<file path="src/rtl/i2c_cmd_queue.sv">
// i2c_cmd_queue: FIFO-buffered command sequencer in front of i2c_top; define I2C_RETRY_EN to re-issue NACKed commands
module i2c_cmd_queue #(
   parameter int DEPTH     = 4,
   parameter int RETRY_MAX = 2
) (
   input  logic                     clk,
   input  logic                     rst,
   input  logic                     cmd_valid,
   output logic                     cmd_ready,
   input  logic                     cmd_op,
   input  logic [6:0]               cmd_addr,
   input  logic [7:0]               cmd_data,
   output logic                     rsp_valid,
   input  logic                     rsp_ready,
   output logic                     rsp_op,
   output logic [7:0]               rsp_data,
   output logic                     rsp_err,
   output logic                     m_newd,
   output logic                     m_op,
   output logic [6:0]               m_addr,
   output logic [7:0]               m_din,
   input  logic [7:0]               m_dout,
   input  logic                     m_busy,
   input  logic                     m_ack_err,
   input  logic                     m_done,
   output logic [$clog2(DEPTH):0]   q_count,
   output logic                     idle
);
   localparam int AW = $clog2(DEPTH);
   typedef enum logic [1:0] {IDLE, ISSUE, WAIT_DONE, RESP} state_t;
   state_t          state_q, state_d;
   logic [15:0]     mem_q [DEPTH];
   logic [AW-1:0]   wr_ptr_q, rd_ptr_q;
   logic [AW:0]     count_q;
   logic            done_prev_q;
   logic            m_op_q, rsp_op_q, rsp_err_q;
   logic [6:0]      m_addr_q;
   logic [7:0]      m_din_q, rsp_data_q;
   logic            push, pop, done_rise, retry;
   assign cmd_ready = count_q != (AW+1)'(DEPTH);
   assign push      = cmd_valid & cmd_ready;
   assign pop       = (state_q == IDLE) && (count_q != '0);
   assign done_rise = m_done & ~done_prev_q;
   assign m_newd    = state_q == ISSUE;
   assign rsp_valid = state_q == RESP;
   assign idle      = (state_q == IDLE) && (count_q == '0);
   assign q_count   = count_q;
   assign m_op      = m_op_q;
   assign m_addr    = m_addr_q;
   assign m_din     = m_din_q;
   assign rsp_op    = rsp_op_q;
   assign rsp_data  = rsp_data_q;
   assign rsp_err   = rsp_err_q;
`ifdef I2C_RETRY_EN
   localparam int RW = $clog2(RETRY_MAX + 2);
   logic [RW-1:0] retry_q;
   // Count re-issues of the current command; cleared whenever a new command is popped
   always_ff @(posedge clk or negedge rst)
      if (!rst) retry_q <= '0;
      else if (pop) retry_q <= '0;
      else if (retry) retry_q <= retry_q + RW'(1);
   // A NACK with attempts left sends the same command back out
   always_comb begin
      retry = 1'b0;
      if (state_q == WAIT_DONE && done_rise && m_ack_err && retry_q < RW'(RETRY_MAX)) retry = 1'b1;
   end
`else
   assign retry = 1'b0;
`endif
   // Command storage; contents need no reset since occupancy is tracked separately
   always_ff @(posedge clk)
      if (push) mem_q[wr_ptr_q] <= {cmd_op, cmd_addr, cmd_data};
   // FIFO pointers and occupancy; simultaneous push and pop leave the count unchanged
   always_ff @(posedge clk or negedge rst)
      if (!rst) begin
         wr_ptr_q <= '0;
         rd_ptr_q <= '0;
         count_q  <= '0;
      end else begin
         if (push) wr_ptr_q <= wr_ptr_q + AW'(1);
         if (pop) rd_ptr_q <= rd_ptr_q + AW'(1);
         count_q <= count_q + (AW+1)'(push) - (AW+1)'(pop);
      end
   // State register plus registered done level for edge detection
   always_ff @(posedge clk or negedge rst)
      if (!rst) begin
         state_q     <= IDLE;
         done_prev_q <= 1'b0;
      end else begin
         state_q     <= state_d;
         done_prev_q <= m_done;
      end
   // Sequencer: issue one command, wait for its completion, hand back the response
   always_comb begin
      state_d = state_q;
      unique case (state_q)
         IDLE:      if (pop) state_d = ISSUE;
         ISSUE:     if (m_busy) state_d = WAIT_DONE;
         WAIT_DONE: if (done_rise) state_d = retry ? ISSUE : RESP;
         RESP:      if (rsp_ready) state_d = IDLE;
         default:   state_d = IDLE;
      endcase
   end
   // Master request latched at pop, response latched on the done edge in WAIT_DONE
   always_ff @(posedge clk or negedge rst)
      if (!rst) begin
         m_op_q     <= 1'b0;
         m_addr_q   <= '0;
         m_din_q    <= '0;
         rsp_op_q   <= 1'b0;
         rsp_data_q <= '0;
         rsp_err_q  <= 1'b0;
      end else begin
         if (pop) {m_op_q, m_addr_q, m_din_q} <= mem_q[rd_ptr_q];
         if (state_q == WAIT_DONE && done_rise) begin
            rsp_op_q   <= m_op_q;
            rsp_data_q <= m_op_q ? m_dout : 8'h00;
            rsp_err_q  <= m_ack_err;
         end
      end
endmodule

</file>
<file path="config.mk">
export PLATFORM = sky130hd
export DESIGN_NAME = i2c_cmd_queue
export DESIGN_NICKNAME = d
export VERILOG_FILES = /design/src/rtl/i2c_cmd_queue.sv
export SDC_FILE = /design/constraint.sdc
export NUM_CORES = 1
export LEC_CHECK = 0
export CELL_PAD_IN_SITES_DETAIL_PLACEMENT = 0
export CELL_PAD_IN_SITES_GLOBAL_PLACEMENT = 1
export CORE_ASPECT_RATIO = 1.1
export CORE_MARGIN = 3
export CORE_UTILIZATION = 30
export DETAILED_ROUTE_END_ITERATION = 6
export PLACE_DENSITY = 0.67
export SKIP_LAST_GASP = 1
export SYNTH_ARGS = -nofsm -noshare
export SYNTH_HDL_FRONTEND = slang
export SYNTH_SLANG_ARGS = --single-unit
export TNS_END_PERCENT = 20
</file>
<file path="constraint.sdc">
create_clock -name clk -period 4.3 [get_ports clk]
set_input_delay 0.86 -clock clk [delete_from_list [all_inputs] [get_ports clk]]
set_output_delay 0.86 -clock clk [all_outputs]
set_load 0.02 [all_outputs]
</file>
Word level (Yosys, flattened, before mapping):

Memory sizes are Yosys's and may differ from the RTL's. A register that Yosys moved wholly into a read port is not among the register bits.
Index checks and enable logic that the tools add are counted.

* register bits after elaboration: 20
* RAM bits: 64
* bits of input ports: 31
* output and inout bits: 33
* memories: 1

* add/sub/neg operators: 4
* eq/ne operators: 8
* multiplexer cells: 8
* bitwise logic cells: 3
* reduce and logical (&&, ||, !) cells: 8

Memory list
* mem_q: words 4, bits a word 16, read ports 1, clocked after memory_dff 1, wr ports 1, line 32 `logic [15:0] mem_q [DEPTH];`

Operator list (count)
* $mux W2: 4
* $mux W8: 1
* $pmux W2 S4: 1
* $add A2 B1 Y2 const B: 2
* $eq A2 B2 Y1 const B: 2
* $ne A2 B1 Y1 const B: 2
* $ne A2 B2 Y1 const B: 2
* $reduce_and A4 Y1: 1
* $add A3 B1 Y3: 1
* $logic_and A1 B1 Y1: 3
* $logic_not A3 Y1: 1
* $ne A3 B3 Y1 const B: 1
* $reduce_bool A3 Y1: 1
* $sub A3 B1 Y3: 1
* $and A1 B1 Y1: 2
* $eq A2 B1 Y1 const B: 1
* $logic_not A2 Y1: 1
* $mux W1: 2
* $logic_not A1 Y1: 1
* $not A1 Y1: 1

Longest topological paths before layout:

Gate-level depths: netlist of the first run.

* depth after elaboration: 4
* depth in mapped cells: 12
* gate-level depth less buffers: 11

Least setup slack after synthesis of the first run:

OpenSTA, ideal clock, no wires.

* path type: register to register
* start point: reg count_q[1], in the netlist q_count[1]
* end point: reg count_q[2], in the netlist q_count[2]
* arrival: 2.434 ns
* path slack: 1.728 ns
* cell stages (with the launch flop): 11
* period minus slack after synthesis: 2.572 ns
* cells stage by stage: dfrtp_1 -> o31ai_4 -> inv_2 -> clkbuf_1 -> ha_1 -> inv_1 -> ha_1 -> inv_1 -> fa_1 -> xnor2_1 -> xnor2_1

RTL lines
* start: declaration: line 34 `logic [AW:0] count_q;`
* start signal: assignment: line 82 `count_q <= count_q + (AW+1)'(push) - (AW+1)'(pop);`
* $reduce_bool A3 Y1: line 42 `assign pop = (state_q == IDLE) && (count_q != '0);`
* $logic_and A1 B1 Y1: line 42
* named net pop: line 39 `logic push, pop, done_rise, retry;`
* $sub A3 B1 Y3: line 82

The timed path passes the listed nets, and every way through them passes these cells.
A chain may end at the register's enable or synchronous reset.

Worst setup path after layout of the first run:

* start point: reg count_q[1], in the netlist q_count[1]
* end point: reg count_q[2], in the netlist q_count[2]

* longest elaborated chain between the ends: 4

Ends and longest elaborated chain
* $ne A3 B3 Y1: line 40 `assign cmd_ready = count_q != (AW+1)'(DEPTH);`
* $and A1 B1 Y1: line 41 `assign push = cmd_valid & cmd_ready;`
* $add A3 B1 Y3: line 82
* $sub A3 B1 Y3 (*): line 82

Mark *: on every way between the ends. The rest lies on a longest branch, timed or not.

==> results.yml, run 1 <==
yosys:
  synth_top_cell_area_share_pct: 48.9
  synthArstFlopShare_pct: 36.0
  synth_fa_ha_area_share_pct: 4.01
  synth_edf_count: 64
  synth_area_leaders: "edfxtp_1, dfrtp_1, mux4_2"
  yosysTopAreaCell: "edfxtp_1"
  syn_nets: 286
  syn-mean-instance-area_um2: 16.2
  syn_area_um2: 3930
  synth_xor_area_share_pct: 1.12
  postSynthCellCount: 243
  synth_top_family_by_area: "multiplexers"
  yosysUniqueCellTypes: 28
  ys.warnings.count: 0
  synth-seq-cells: 100
  seq_area_frac_synth_pct: 71.9
  synthSimpleGateAreaFrac_pct: 8.63
  synthMuxAreaShare_pct: 10.4
  synthFlopType: "edfxtp_1"
  synth_compound_area_share_pct: 2.17
clock_network:
  cts_hold_buf: 0
  post_cts_resized: 0
  cts_setup_buffers: 0
  numCtsBuffers: 9
  clock_latency_ns: 0.33
  cts_tree: "yes"
  clk_pin_slew_ns: 0.06
  cts.sinks: 100
  cts-root-buf: "clkbuf_16"
  cts_htree_levels: 3
  clockBufferDepth: 2
setup_path:
  crit_fanout: 18
  cp.arrival_ns: 3.25
  reg2regPathDepth: 9
  crit_path_end_kind: "register"
  critPathKind: "reg2reg"
  start_kind: "register"
  required_ns: 4.51
min_path:
  hp-class: "reg2reg"
  worstHoldPathCells: 2
drt:
  drt-initial-drc-count: 98
  ant_nets: 0
  post_drt_wl_per_cell_um: 15.3
  first_pass_iters: 4
  avgViaCountPerCell: 4.45
  remaining_drc_errors: 0
  routed_wl_um: 7210
  num_vias: 2094
layout:
  nets: 352
  final_core_util_pct: 39.6
  antenna-diode-count: 0
  drive_above_1_share_pct: 12.4
  areaGrowthSynthToFinish_pct: 28.1
floorplanning:
  dieArea_um2: 14500
  start_util_pct: 30.9
  die_w_um: 115
  dieHeight_um: 126
  io_pins: 64
  core_region_area_um2: 12700
  rows: 43
timing:
  tightestPinTransition_ns: 1.06
  finalSetupTns_ns: 0
  period_needed_ns: 3.05
  clock-skew-final_ns: 0.00967
  max_slew_margin_pct: 29.0
  slew_violations: 0
  setup-violations-final: 0
  rsz0062_at_grt: "false"
  max_clock_freq_mhz: 328
  period_share_pct: 70.9
  finalHoldViolations: 0
  hold_slack_ns: 0.472
grt:
  grt_pass1_wl_um: 11900
  grtUsageTotal_pct: 10.8
  antenna_found_initial: 0
  first_global_vias: 2260
  grt_max_degree: 37
  grt_remaining_overflow: 0
pwr:
  p_leak_nw: 1.93
  peakVddDrop_mv: 0.243
  p_per_area_nw_per_um2: 719
  p_total_mw: 3.62
placement:
  place_hpwl_um: 4670
  gp_congestion: 0.698
  port_buffers: 63
flow_run:
  max-cap-violations: 0
run_status:
  outcome: "finished clean"
-- area by class of cell --
type                       count  area [um2]
fill                        1234        7670
sequential                   100        2820
multi-input combinational    126        1030
timing repair buffer          63         626
clock buffer                  11         233
tap                          157         196
clock inverter                 5        85.1
inverter                       9        33.8
-- sequential cells by signal, summed over array words and instances (netlist names), 2 cells and up --
| register | flops |
|---|---|
| rd_ptr_q | 2 |
| state_q | 2 |
| q_count | 3 |
| rsp_data | 8 |
| mem_q | 64 |
| m_addr | 7 |
| m_din | 8 |
| wr_ptr_q | 2 |
-- cells by family (layout without fill, tap and decap cells) --
| group | Yosys count | count (layout) |
|---|---|---|
| xor gates and xnor gates | 5 | 5 |
| DFF | 100 | 100 |
| AOI/OAI and AO/OA | 11 | 11 |
| and+or+nand+nor | 78 | 78 |
| buffers and inverters | 17 | 88 |
| adders and majority gates | 12 | 12 |
| muxes | 20 | 20 |
-- worst paths after layout --
check	startpoint	to	slack [ns]
max in group asynchronous	rst	rd_ptr_q[0]	3.14
max	q_count[1]	q_count[2]	1.25
max reg2reg	q_count[1]	q_count[2]	1.25
min reg2reg	m_addr[6]	m_addr[6]	0.47
min	m_addr[6]	m_addr[6]	0.47
min in group asynchronous	rst	m_addr[4]	0.63
-- placed cells by master (no fill, tap or decap) --
cell             count
nor2b_1              2
edfxtp_1            64
clkbuf_1             2
clkbuf_16            9
mux4_2              16
o31ai_4              1
nand2_1             65
nor3_1               1
inv_6                1
xnor2_1              5
o21ai_1              8
mux2_4               1
or3b_4               1
nand2b_1             1
inv_1                7
inv_2                2
nor4b_2              1
bufinv_16            2
mux2_1               3
clkdlybuf4s50_1     62
inv_8                1
a2bb2oi_1            1
and2_4               1
buf_2                1
a2111oi_2            1
clkinv_2             1
ha_1                11
nand3b_1             1
fa_1                 1
dfrtp_1             36
nor2_1               1
and3_1               4
-- layer usage --
| layer | share of wire [%] | wire length [um] | vias to the layer above | GRT usage (%) |
|---|---|---|---|---|
| met3 | 6.0 | 434 | 5 | 3.08 |
| met4 | 0.65 | 47 | 0 | 3.80 |
| met2 | 51 | 3650 | 56 | 18.1 |
| met5 | 0 | 0 | - | 0 |
| met1 | 43 | 3080 | 1031 | 13.1 |
| li1 | - | - | 1002 | - |
-- Yosys cell counts, drive strengths merged (2+ instances only) --
master  instances
inv             9
ha             11
clkbuf          4
nand2          65
mux2            4
o21ai           8
nor2b           2
buf             4
mux4           16
edfxtp         64
and3            4
dfrtp          36
xnor2           5
-- power by group --
part | internal, mW | switching, mW
sequential | 1.32 | 0.226
combinational | 0.612 | 0.611
clock | 0.515 | 0.332
total | 2.45 | 1.17
-- worst max-delay path: stages, from the launching register on --
cell     delay (ns)
dfrtp_1        0.49
o31ai_4        0.81
inv_2          0.35
ha_1           0.37
inv_1          0.06
ha_1           0.14
inv_1          0.05
fa_1           0.38
xnor2_1        0.15
xnor2_1        0.13
-- per-stage QoR --
| stage | setup WS, ns | cell area, um2 | cells |
|---|---|---|---|
| after floorplan | 1.73 | 3930 | 243 |
| after CTS | 1.13 | 5030 | 471 |
| after global routing | 0.948 | 5030 | 471 |
| final | 1.25 | 5030 | 471 |
| after global placement | 1.30 | 4710 | 455 |
| after detailed placement | 1.14 | 4710 | 455 |
Power figures use the tool's default switching activity.
==> run 2, diff against run 1 <==
--- a/config.mk
+++ b/config.mk
@@ -11,7 +11,7 @@
 export CORE_MARGIN = 3
 export CORE_UTILIZATION = 30
 export DETAILED_ROUTE_END_ITERATION = 6
-export PLACE_DENSITY = 0.67
+export PLACE_DENSITY = 0.7
 export SKIP_LAST_GASP = 1
 export SYNTH_ARGS = -nofsm -noshare
 export SYNTH_HDL_FRONTEND = slang
==> constraint.sdc (replaced) <==
create_clock -name clk -period 2.5 [get_ports clk]
set_input_delay 0.5 -clock clk [delete_from_list [all_inputs] [get_ports clk]]
set_output_delay 0.5 -clock clk [all_outputs]
set_load 0.02 [all_outputs]
==> results.yml, run 2 (synthesis gave the netlist of run 1 again) <==
layout:
  largest_reg_flops: 64
  drive_above_1_share_pct: 16.5
  layout_commonest_cell: "nand2_1"
  final_cell_area_um2: 5160
  nets: 366
  final-seq-area_um2: 2820
  final_cell_mix: "nand2_1, edfxtp_1, clkdlybuf4s50_1"
  filler_cell_count: 1208
  antenna-diode-count: 0
  multiInputGateArea_um2: 1040
  final_core_util_pct: 40.6
  max_flop_register: "mem_q"
  areaGrowthSynthToFinish_pct: 31.3
floorplanning:
  die_w_um: 115
  dieHeight_um: 126
  rows: 43
  start_util_pct: 30.9
  io_pins: 64
  core_region_area_um2: 12700
  dieArea_um2: 14500
clock_network:
  cts_htree_levels: 3
  clockBufferDepth: 2
  clock_latency_ns: 0.34
  cts_hold_buf: 0
  clk_pin_slew_ns: 0.07
  numCtsBuffers: 9
  cts_tree: "yes"
  cts.sinks: 100
  cts-root-buf: "clkbuf_16"
setup_path:
  path_cells: "or3b_4 -> and2_4 -> inv_2 -> ha_1 -> inv_1 -> ha_1 -> inv_1 -> fa_1 -> xnor2_1 -> xnor2_1"
  reg2regPathDepth: 10
  slowest_delay_ns: 0.45
  crit_fanout: 6
  crit_path_end_kind: "register"
  endpoint: "q_count[2]"
  cp.arrival_ns: 2.58
  cp_slowest_cell: "dfrtp_2"
  start_kind: "register"
  path_buf_inv: 3
  r2r_setup_slack_ns: 0.18
  r2r_end: "q_count[2]"
  crit_cells: 10
  cp_top_family: "adder cells"
  critPathKind: "reg2reg"
  required_ns: 2.75
  startpoint: "q_count[2]"
  timing.rr.start: "q_count[2]"
pwr:
  p_leak_nw: 2.00
  p_total_mw: 6.40
  p_per_area_nw_per_um2: 1240
  peakVddDrop_mv: 0.395
timing:
  rsz0062_at_grt: "false"
  clock-skew-final_ns: 0.00749
  finalSetupTns_ns: 0
  period_share_pct: 92.9
  period_needed_ns: 2.32
  fin_ws_ns: 0.177
  setup-violations-final: 0
  slew_violations: 0
  tightestPinTransition_ns: 0.844
  max_slew_margin_pct: 43.8
  max_clock_freq_mhz: 431
  finalHoldViolations: 0
grt:
  met2_usage_pct: 19.3
  grt_pass1_wl_um: 12300
  grt_util_met3_pct: 3.08
  grtUsageTotal_pct: 11.3
  grt_max_degree: 37
  grt-busiest-layer: "met2"
  grt_util_met1_pct: 13.8
  antenna_found_initial: 0
  grt_remaining_overflow: 0
  first_global_vias: 2325
placement:
  gp_congestion: 0.740
  port_buffers: 63
  placed_area_um2: 4830
  pre_cts_slack_ns: 0.0382
  place_hpwl_um: 4840
drt:
  routed_wl_um: 7510
  num_vias: 2187
  first_pass_iters: 4
  ant_nets: 0
  avgViaCountPerCell: 4.51
  post_drt_wl_per_cell_um: 15.5
  drt-initial-drc-count: 122
  remaining_drc_errors: 0
min_path:
  hp-class: "in2async"
flow_run:
  max-cap-violations: 0
run_status:
  outcome: "finished clean"
[run 2: cell count changes in the layout (fill, tap and decap cells not counted), sizes merged]
cell	change
clkdlybuf4s50	-1
buf	+14
clkinvlp	+1
inv	-1
dlygate4sd2	+1
[run 2: repair_timing]
item,4_1_cts,5_1_grt
hold endpoints to repair,0,0
buffers inserted,0,0
setup endpoints to repair,1,0
gates resized for setup,2,0
[run 2: final cells by class]
type | count | area share, %
multi-input cells | 126 | 20.2
repair buffers | 77 | 14.4
clock buffers | 11 | 4.51
well taps | 157 | 3.81
clock inverters | 5 | 1.65
inverters | 9 | 0.655
flip-flops and latches | 100 | 54.8
[run 2: per-layer routing]
metal	part of all wire, %	up-vias
li1	-	1030
met1	42	1092
met2	51	56
met3	5.0	9
met4	1.3	0
met5	0	-
[run 2: worst reg2reg max path: stages (launching register included)]
cell and delay (ns):
dfrtp_2 0.45, or3b_4 0.44, and2_4 0.18, inv_2 0.04, ha_1 0.22, inv_1 0.06
ha_1 0.13, inv_1 0.05, fa_1 0.37, xnor2_1 0.17, xnor2_1 0.14
[run 2: worst min-delay path by stage]
stage,from,end,slack [ns],cells after the start
2_1_floorplan,rst,done_prev_q,0.20,0
3_3_place_gp,m_din[3],m_din[3],0.46,2
3_5_place_dp,m_din[4],m_din[4],0.46,2
4_1_cts,rst,m_din[5],0.31,1
5_1_grt,rst,m_din[7],0.35,1
6_report,rst,state_q[0],0.27,1
[run 2: power breakdown]
part           total [mW]  switching (mW)  internal [mW]
registers            2.55           0.284           2.27
logic                2.38            1.20           1.18
clock network        1.47           0.585          0.883
[run 2: stage by stage]
stage	hold slack (ns)	cells
detailed placement	0.463	469
global route	0.348	485
finish	0.266	485
global placement	0.458	469
floorplan	0.204	243
CTS	0.309	485
==> run 3, diff against run 2 <==
--- a/config.mk
+++ b/config.mk
@@ -5,6 +5,7 @@
 export SDC_FILE = /design/constraint.sdc
 export NUM_CORES = 1
 export LEC_CHECK = 0
+export CAP_MARGIN = 10
 export CELL_PAD_IN_SITES_DETAIL_PLACEMENT = 0
 export CELL_PAD_IN_SITES_GLOBAL_PLACEMENT = 1
 export CORE_ASPECT_RATIO = 1.1
==> results of run 3 <==
No change in the layout: final DEF, timing and power equal those of run 2.
